==> config.mk <==
export PLATFORM = sky130hd
export DESIGN_NAME = tiny_riscv_uart_tx
export DESIGN_NICKNAME = d
export VERILOG_FILES = /design/src/rtl/tiny_riscv_uart_tx_pkg.sv /design/src/rtl/tiny_riscv_sync_fifo.sv /design/src/rtl/tiny_riscv_uart_tx.sv
export SDC_FILE = /design/constraint.sdc
export NUM_CORES = 1
export LEC_CHECK = 0
export CORE_MARGIN = 2
export CORE_UTILIZATION = 43
export DETAILED_ROUTE_END_ITERATION = 8
export HOLD_SLACK_MARGIN = 0.15
export MAX_ROUTING_LAYER = met4
export PLACE_DENSITY = 0.76
export SLEW_MARGIN = 10
export SYNTH_ARGS = -nofsm -noshare
export SYNTH_HDL_FRONTEND = slang
export SYNTH_HIERARCHICAL = 1
export SYNTH_SLANG_ARGS = --single-unit
==> constraint.sdc <==
create_clock -name i_Clk -period 3.05 [get_ports i_Clk]
set_clock_uncertainty 0.05 [all_clocks]
set_input_delay 0.61 -clock i_Clk [delete_from_list [all_inputs] [get_ports i_Clk]]
set_output_delay 0.61 -clock i_Clk [all_outputs]
set_load 0.05 [all_outputs]
==> src/rtl/tiny_riscv_uart_tx_pkg.sv <==
// Shared definitions for the memory-mapped UART transmitter: register map,
// STATUS bit positions and serialiser states.
package tiny_riscv_uart_tx_pkg;

  localparam logic [1:0] TX_REG_DATA   = 2'd0;
  localparam logic [1:0] TX_REG_STATUS = 2'd1;

  localparam int unsigned STAT_BUSY  = 0;
  localparam int unsigned STAT_FULL  = 1;
  localparam int unsigned STAT_EMPTY = 2;
  localparam int unsigned STAT_OVF   = 3;

  typedef enum logic [1:0] {
    S_IDLE,
    S_START,
    S_DATA,
    S_STOP
  } tx_state_e;

endpackage

==> src/rtl/tiny_riscv_sync_fifo.sv <==
// Single-clock FIFO with first-word-fall-through head; shared by UART TX and RX.
module tiny_riscv_sync_fifo #(
  parameter int unsigned WIDTH = 8,
  parameter int unsigned DEPTH = 4
) (
  input  logic             i_Clk,
  input  logic             i_Rst_N,
  input  logic             i_push,
  input  logic [WIDTH-1:0] i_data,
  input  logic             i_pop,
  output logic [WIDTH-1:0] o_data,
  output logic             o_full,
  output logic             o_empty
);

  localparam int unsigned AW = (DEPTH > 1) ? $clog2(DEPTH) : 1;

  logic [WIDTH-1:0] mem_q [DEPTH];
  logic [WIDTH-1:0] mem_d [DEPTH];
  logic [AW-1:0]    wr_ptr_q, wr_ptr_d;
  logic [AW-1:0]    rd_ptr_q, rd_ptr_d;
  logic [AW:0]      count_q, count_d;
  logic             push_en, pop_en;

  assign o_full  = (count_q == (AW+1)'(DEPTH));
  assign o_empty = (count_q == '0);
  assign o_data  = mem_q[rd_ptr_q];

  // A push into a full FIFO is still accepted when the head leaves on the same edge.
  assign push_en = i_push && (!o_full || i_pop);
  assign pop_en  = i_pop && !o_empty;

  always_comb begin
    mem_d    = mem_q;
    wr_ptr_d = wr_ptr_q + AW'(push_en);
    rd_ptr_d = rd_ptr_q + AW'(pop_en);
    count_d  = count_q + (AW+1)'(push_en) - (AW+1)'(pop_en);
    if (push_en) begin
      mem_d[wr_ptr_q] = i_data;
    end
  end

  always_ff @(posedge i_Clk) begin
    if (!i_Rst_N) begin
      for (int unsigned i = 0; i < DEPTH; i++) begin
        mem_q[i] <= '0;
      end
      wr_ptr_q <= '0;
      rd_ptr_q <= '0;
      count_q  <= '0;
    end else begin
      mem_q    <= mem_d;
      wr_ptr_q <= wr_ptr_d;
      rd_ptr_q <= rd_ptr_d;
      count_q  <= count_d;
    end
  end

endmodule

==> src/rtl/tiny_riscv_uart_tx.sv <==
// Memory-mapped 8N1 UART transmitter: bus decode, STATUS/overflow logic and
// the frame serialiser draining a small TX FIFO onto o_UART_TX.
module tiny_riscv_uart_tx
  import tiny_riscv_uart_tx_pkg::*;
#(
  parameter logic [31:0] BASE_ADDR    = 32'h0001_0000,
  parameter int unsigned CLKS_PER_BIT = 217,
  parameter int unsigned FIFO_DEPTH   = 4
) (
  input  logic        i_Clk,
  input  logic        i_Rst_N,
  input  logic [31:0] i_mem_addr,
  input  logic [31:0] i_mem_wdata,
  input  logic        i_write_strobe,
  input  logic        i_read_strobe,
  output logic [31:0] o_mem_data,
  output logic        o_UART_TX
);

  localparam int unsigned     CNT_W    = $clog2(CLKS_PER_BIT);
  localparam logic [CNT_W-1:0] CNT_LAST = CNT_W'(CLKS_PER_BIT - 1);

  tx_state_e        state_q, state_d;
  logic [CNT_W-1:0] baud_q, baud_d;
  logic [2:0]       bit_idx_q, bit_idx_d;
  logic [7:0]       shift_q, shift_d;
  logic             tx_q, tx_d;
  logic             ovf_q, ovf_d;
  logic [31:0]      mem_data_q, mem_data_d;

  logic        hit, wr_en, rd_en, baud_end, busy;
  logic [1:0]  offset;
  logic        fifo_push, fifo_pop, fifo_full, fifo_empty;
  logic [7:0]  fifo_data;
  logic [31:0] status_word;
  logic        unused_bits;

  assign unused_bits = ^{i_mem_wdata[31:8], i_mem_addr[1:0]};

  assign hit       = (i_mem_addr[31:4] == BASE_ADDR[31:4]);
  assign offset    = i_mem_addr[3:2];
  assign wr_en     = i_write_strobe && hit;
  assign rd_en     = i_read_strobe && hit && !i_write_strobe;
  assign fifo_push = wr_en && (offset == TX_REG_DATA);
  assign busy      = (state_q != S_IDLE) || !fifo_empty;
  assign baud_end  = (baud_q == CNT_LAST);

  tiny_riscv_sync_fifo #(
    .WIDTH (8),
    .DEPTH (FIFO_DEPTH)
  ) u_fifo (
    .i_Clk   (i_Clk),
    .i_Rst_N (i_Rst_N),
    .i_push  (fifo_push),
    .i_data  (i_mem_wdata[7:0]),
    .i_pop   (fifo_pop),
    .o_data  (fifo_data),
    .o_full  (fifo_full),
    .o_empty (fifo_empty)
  );

  always_comb begin
    status_word             = '0;
    status_word[STAT_BUSY]  = busy;
    status_word[STAT_FULL]  = fifo_full;
    status_word[STAT_EMPTY] = fifo_empty;
    status_word[STAT_OVF]   = ovf_q;
  end

  // The STATUS read captures ovf on the edge that clears it; a write never coincides with it.
  always_comb begin
    mem_data_d = '0;
    ovf_d      = ovf_q;
    if (rd_en && (offset == TX_REG_STATUS)) begin
      mem_data_d = status_word;
      ovf_d      = 1'b0;
    end
    if (fifo_push && fifo_full && !fifo_pop) begin
      ovf_d = 1'b1;
    end
  end

  always_comb begin
    state_d   = state_q;
    baud_d    = baud_q + CNT_W'(1);
    bit_idx_d = bit_idx_q;
    shift_d   = shift_q;
    fifo_pop  = 1'b0;
    case (state_q)
      S_IDLE: begin
        baud_d = '0;
        if (!fifo_empty) begin
          fifo_pop = 1'b1;
          shift_d  = fifo_data;
          state_d  = S_START;
        end
      end
      S_START: begin
        if (baud_end) begin
          state_d   = S_DATA;
          bit_idx_d = '0;
        end
      end
      S_DATA: begin
        if (baud_end) begin
          baud_d = '0;
          if (bit_idx_q == 3'd7) begin
            state_d = S_STOP;
          end else begin
            bit_idx_d = bit_idx_q + 3'd1;
          end
        end
      end
      S_STOP: begin
        if (baud_end) begin
          if (!fifo_empty) begin
            fifo_pop = 1'b1;
            shift_d  = fifo_data;
            state_d  = S_START;
          end else begin
            state_d = S_IDLE;
          end
        end
      end
      default: state_d = S_IDLE;
    endcase
    if (state_d != state_q) begin
      baud_d = '0;
    end
  end

  // Line level is derived from the next state so the pin is a plain flop output.
  always_comb begin
    case (state_d)
      S_START: tx_d = 1'b0;
      S_DATA:  tx_d = shift_d[bit_idx_d];
      default: tx_d = 1'b1;
    endcase
  end

  always_ff @(posedge i_Clk) begin
    if (!i_Rst_N) begin
      state_q    <= S_IDLE;
      baud_q     <= '0;
      bit_idx_q  <= '0;
      shift_q    <= '0;
      tx_q       <= 1'b1;
      ovf_q      <= 1'b0;
      mem_data_q <= '0;
    end else begin
      state_q    <= state_d;
      baud_q     <= baud_d;
      bit_idx_q  <= bit_idx_d;
      shift_q    <= shift_d;
      tx_q       <= tx_d;
      ovf_q      <= ovf_d;
      mem_data_q <= mem_data_d;
    end
  end

  assign o_mem_data = mem_data_q;
  assign o_UART_TX  = tx_q;

endmodule

---- After elaboration in Yosys (flattened, before gate mapping) ----
Cells that the tools add are included.
operators by class
  muxes and demuxes ....................... 30
  add/subtract/negate cells ............... 6
  magnitude comparators ................... 4
  bitwise logic cells ..................... 3
  reductions and logical operators ........ 23
  equality and inequality tests ........... 11
operators by type and width
  operator                                                                 count
  8-bit two-way mux                                                        6
  32-bit bitwise mux                                                       1
  8-bit case mux with 2 select lines                                       2
  28-bit by 13-bit equality test with 1-bit output, second input constant  1
  8-bit binary-select mux with 2-bit select                                1
  8-bit demux with 2-bit select                                            1
  1-bit logical AND                                                        10
  2-bit two-way mux                                                        5
  3-bit two-way mux                                                        3
  8-bit by 1-bit adder with 8-bit output, second input constant            1
  8-bit equality test, second input constant                               1
  2-bit case mux with 4 select lines                                       1
  2-bit by 1-bit equality test with 1-bit output, second input constant    3
  2-bit equality test, second input constant                               3
  3-bit equality test, second input constant                               2
  3-bit greater-or-equal comparator, second input constant                 2
  1-bit two-way mux                                                        6
  2-bit NOT with 3-bit output                                              2
  3-bit case mux with 2 select lines                                       1
  2-bit by 1-bit adder with 2-bit output                                   2
  1-bit zero test                                                          4
  2-bit zero test                                                          2
  3-bit by 4-bit < comparator with 1-bit output, second input constant     1
  1-bit case mux with 2 select lines                                       2
  other kinds (12)                                                         14
word-level totals
  register bits after elaboration ......... 94
  word-level logic and storage cells ...... 92
  output and inout bits ................... 33
  bits of input ports ..................... 68

---- Depth between registers and ports, before layout ----
  depth in word-level cells ............... 10
  mapped depth ............................ 14
  mapped depth without buffers ............ 12

---- Cells and area by module ----
The synthesis kept the hierarchy.
modules (own cells, without submodules)
  module                cells each  seq. area each (um2)  area an instance (um2)  instances
  tiny_riscv_sync_fifo  159         780.7                 1740.4                  1
  tiny_riscv_uart_tx    203         540.5                 1736.7                  1

---- Worst setup path before layout ----
Ideal clock, no wire load.
  path kind ............................... register to register
  start point ............................. reg state_q[1]
  end point ............................... reg u_fifo.count_q[2]
  setup time .............................. 115 ps
  arrival ................................. 3134 ps
  period minus slack after synthesis ...... 3299 ps
  path buffers ............................ 2
  stages on the path, launching flop included .. 15
  slack ................................... -249 ps
  path through ............................ dfxtp_1 inv_1 ha_1 clkbuf_1 nor2_1 a32o_1 buf_2 nor4b_4 nor2b_1 a21bo_2 ha_1 fa_1 xor2_1 xnor2_1 and2_1
on the way
  word-level cells in the longest chain between the ends .. 6
  elaborated cells between the ends (all ways) .. 8
  classes of those cells .................. 2 x add/sub; 1 x eq/ne; 1 x mux; 4 x reduce/logical
ends and longest elaborated chain
  what                                                    line                        text
  from (decl)                                             tiny_riscv_uart_tx.sv:23    tx_state_e state_q, state_d;
  from (signal assigned)                                  tiny_riscv_uart_tx.sv:151   state_q <= state_d;
  2-bit equality test or 2-bit zero test (tied branches)  tiny_riscv_uart_tx.sv:89    case (state_q)
  1-bit case mux with 2 select lines *                    tiny_riscv_uart_tx.sv:89
  named net fifo_pop                                      tiny_riscv_uart_tx.sv:33    logic fifo_push, fifo_pop, fifo_full, fifo_empty;
  1-bit logical OR                                        tiny_riscv_sync_fifo.sv:30  assign push_en = i_push && (!o_full || i_pop);
  1-bit logical AND                                       tiny_riscv_sync_fifo.sv:30
  3-bit by 1-bit adder with 3-bit output                  tiny_riscv_sync_fifo.sv:37  count_d = count_q + (AW+1)'(push_en) - (AW+1)'(pop_en);
  3-bit by 1-bit subtractor with 3-bit output *           tiny_riscv_sync_fifo.sv:37
  to (signal assigned)                                    tiny_riscv_sync_fifo.sv:55  count_q <= count_d;
  to (decl)                                               tiny_riscv_sync_fifo.sv:22  logic [AW:0] count_q, count_d;
The timed path passes the listed nets; every way through them passes the cells marked *.
A chain may end at the register's enable or synchronous reset.

---- Worst setup path after layout ----
  start point ............................. in i_mem_addr[12]
  end point ............................... reg u_fifo.count_q[2]
on the way
  word-level cells in the longest chain between the ends .. 6
ends and longest elaborated chain
  what                                              line                        text
  from (decl)                                       tiny_riscv_uart_tx.sv:12    input logic [31:0] i_mem_addr,
  28-bit by 13-bit equality test with 1-bit output  tiny_riscv_uart_tx.sv:40    assign hit = (i_mem_addr[31:4] == BASE_ADDR[31:4]);
  1-bit logical AND                                 tiny_riscv_uart_tx.sv:42    assign wr_en = i_write_strobe && hit;
  1-bit logical AND                                 tiny_riscv_uart_tx.sv:44    assign fifo_push = wr_en && (offset == TX_REG_DATA);
  named net fifo_push                               tiny_riscv_uart_tx.sv:33
  1-bit logical AND                                 tiny_riscv_sync_fifo.sv:30
  3-bit by 1-bit adder with 3-bit output            tiny_riscv_sync_fifo.sv:37
  3-bit by 1-bit subtractor with 3-bit output       tiny_riscv_sync_fifo.sv:37
The timed path passes the listed nets, and every way through them passes these cells.

==> results.yml <==
cts:
  cts_tree: "done"
  path_clk_slew_ps: 80
  cts_buffers: 9
  htree_levels: 3
  clockBufferDepth: 2
  cts.sinks: 66
  cts_root_buf: "clkbuf_8"
  clock_latency_ps: 340
  hold_buffers: 0
floorplanning:
  die_y_um: 93.9
  fp-row-count: 32
  die_x_um: 93.9
  die_area_um2: 8820
  initial_core_util_pct: 44.8
  ios: 101
  coreArea_um2: 7770
worst_setup_path:
  crit_type: "in -> reg"
  slowest_delay_ps: 420
  endpoint_kind: "flip-flop"
  r2r_slack_ps: 110
  slowest_stage: "clkdlybuf4s50_1"
  cp_max_fo: 2
  cp_data_required_time_ps: 3240
  cp_cell_sequence: "clkdlybuf4s50_1 > nor4_2 > nand4_1 > nor4b_2 > or2_4 > a21bo_4 > ha_4 > fa_2 > xor2_2 > xnor2_1 > and2_1"
  cp.arrival_ps: 3160
  cp-start-kind: "input port"
finish:
  final_cell_area_um2: 4380
  nNetsFinal: 503
  antenna_cells: 0
  final_util_pct: 56.3
  drive_above_1_share_pct: 18.2
  area_delta_synth_final_pct: 25.9
  fill_cells: 664
  final_cells: 531
  multi_input_area_um2: 2040
  ff_latch_area_um2: 1330
yosys:
  yosysMostFrequentCell: "dfxtp_1"
  synth_xor_xnor_area_share_pct: 2.77
  synth.yosys.seq_area_share_pct: 38.0
  synth_compound_area_share_pct: 9.14
  synth_ff_type: "dfxtp_1"
  ys_top_cells_by_count: "dfxtp_1 (66), nand2_1 (59), mux2i_1 (36), buf_4 (29), nor2_1 (18)"
  ys_ff_latch: 66
  synth_cell_types: 58
  ys_top_cells_by_area: "dfxtp_1 (38%), mux2i_1 (10%), nand2_1 (6.4%)"
  synth.area.mux_share_pct: 16.8
  yosysTopAreaCellShare_pct: 38.0
  syn_inst: 362
  syn_area_um2: 3480
  yosysWarnings: 6
  synth-edff-count: 0
  synth-simple-area-share_pct: 19.3
  synthAdderAreaFrac_pct: 4.17
  syn_area_per_cell_um2: 9.61
  synth_top_area_cell: "dfxtp_1"
  synth_top_family_by_area: "simple AND/OR/NAND/NOR gates"
  synthArstFlopShare_pct: 0
grt:
  grt_max_degree: 55
  first_global_vias: 2813
  grt_remaining_overflow: 0
  antenna_found_initial: 0
  grt_pass1_wl_um: 12500
  grtUsageTotal_pct: 18.2
power:
  power.density_nw_per_um2: 405
  power_leakage_nw: 1.84
  ir_drop_mv: 0.312
  finalPower_mw: 1.77
timing:
  worst_slew_pin_slew_ps: 727
  fin_crit_sh_pct: 97.5
  hold_violations: 0
  layout_setup_ws_ps: 74.9
  setup_tns_ps: 0
  max_freq_mhz: 336
  setup_viol: 0
  period_minus_slack_ps: 2980
  holdWs_ps: 410
  timing.slew.headroom_pct: 51.6
  slew_violations: 0
outcome:
  run_status: "finished, final reports clean"
routing:
  drt_wl_total_um: 7280
  vias: 2699
  drtIter0Drc: 96
  avgRoutedWirePerCell_um: 13.7
  dr.pass1.iters: 4
  ant_nets: 0
  drc: 0
  vias_per_cell: 5.08
worst_hold_path:
  hp-class: "reg -> reg"
placement:
  dp.cells: 513
  pre_cts_ws_ps: -341
  dp_hpwl_um: 5300
  placed_cell_area_um2: 4040
  port_buffers: 46
  globalplace.congestion: 0.749
job:
  drv_cap: 0
==> worst max-delay path: cells and delay by family <==
| kind | cells | cell delay, ps |
|---|---|---|
| buffers and inverters | 1 | 420 |
| xor gates and xnor gates | 2 | 300 |
| AOI/OAI and AO/OA | 1 | 230 |
| and+or+nand+nor | 5 | 1080 |
| adders and majority gates | 2 | 530 |
==> sequential cells by signal, indices dropped and copies added (netlist names), 2 cells and up <==
name and cells:
u_fifo/rd_ptr_q 2, bit_idx_q 3, u_fifo/mem_q 32, state_q 2
u_fifo/count_q 3, baud_q 8, u_fifo/wr_ptr_q 2, shift_q 8
o_mem_data 4
==> worst paths after layout <==
kind                            depth (start not counted)            start                 to
worst max register to register                         12       state_q[0]  u_fifo/count_q[2]
worst min-delay path                                    2  u_fifo/mem_q[3]    u_fifo/mem_q[3]
worst min register to register                          2  u_fifo/mem_q[3]    u_fifo/mem_q[3]
worst max-delay path                                   11   i_mem_addr[12]  u_fifo/count_q[2]
==> power breakdown <==
| group | leakage (nW) | internal (mW) | switching [mW] |
|---|---|---|---|
| combinational | 1.22 | 0.0857 | 0.165 |
| sequential | 0.534 | 0.867 | 0.00568 |
| clock | 0.0822 | 0.299 | 0.351 |
| total | 1.84 | 1.25 | 0.522 |
==> logic make-up (layout without fill, tap and decap cells) <==
| logic type | Yosys count | count (layout) |
|---|---|---|
| DFF | 66 | 66 |
| muxes | 48 | 48 |
| xor gates and xnor gates | 11 | 11 |
| AOI/OAI and AO/OA | 41 | 41 |
| other | 1 | 28 |
| buffers and inverters | 53 | 93 |
| adders and majority gates | 11 | 11 |
| and+or+nand+nor | 131 | 131 |
==> repair_timing <==
action                     4_1_cts  5_1_grt
setup buffers                    0        2
setup endpoints to repair        0        2
resized for setup                0       35
==> cell type report <==
type,instances,share of cell area [%]
Sequential cell,66,30.4
Tap cell,102,2.92
Clock buffer,9,2.83
Timing Repair Buffer,68,15.3
Inverter,9,0.772
Clock inverter,7,1.23
Multi-Input combinational cell,270,46.6
==> metal layers <==
metal / up-vias / global-route usage, % / routed length (µm)
met3: 17 / 4.65 / 235
li1: 1333 / - / -
met2: 55 / 31.7 / 3800
met4: 0 / 6.76 / 119
met5: - / - / 0
met1: 1294 / 20.2 / 3130
==> cells in the final DEF (no fill, tap or decap), types with 2 or more instances in the layout <==
master and n:
a21oi_1 11, clkinvlp_4 3, inv_1 9, nor3b_1 4, a31oi_1 3, a22o_1 2
nor2_1 18, and2_1 11, and3_1 5, nand4_1 3, o22ai_1 2, mux4_2 8
nand2_1 59, nor2b_1 2, conb_1 28, nor4_2 5, and4b_1 2, a22oi_1 2
mux2i_1 36, buf_4 22, nor4b_4 2, ha_4 2, inv_6 2, nor3_2 3
clkbuf_8 9, nand3_1 6, dlymetal6s2s_1 17, clkdlybuf4s50_1 29, mux2_2 4, nand3b_1 2
a21o_1 2, ha_1 8, o21ai_0 3, dfxtp_1 62, xnor2_1 4, dfxtp_2 3
xor2_1 6
Note: power is estimated with default switching activity, not from simulation.
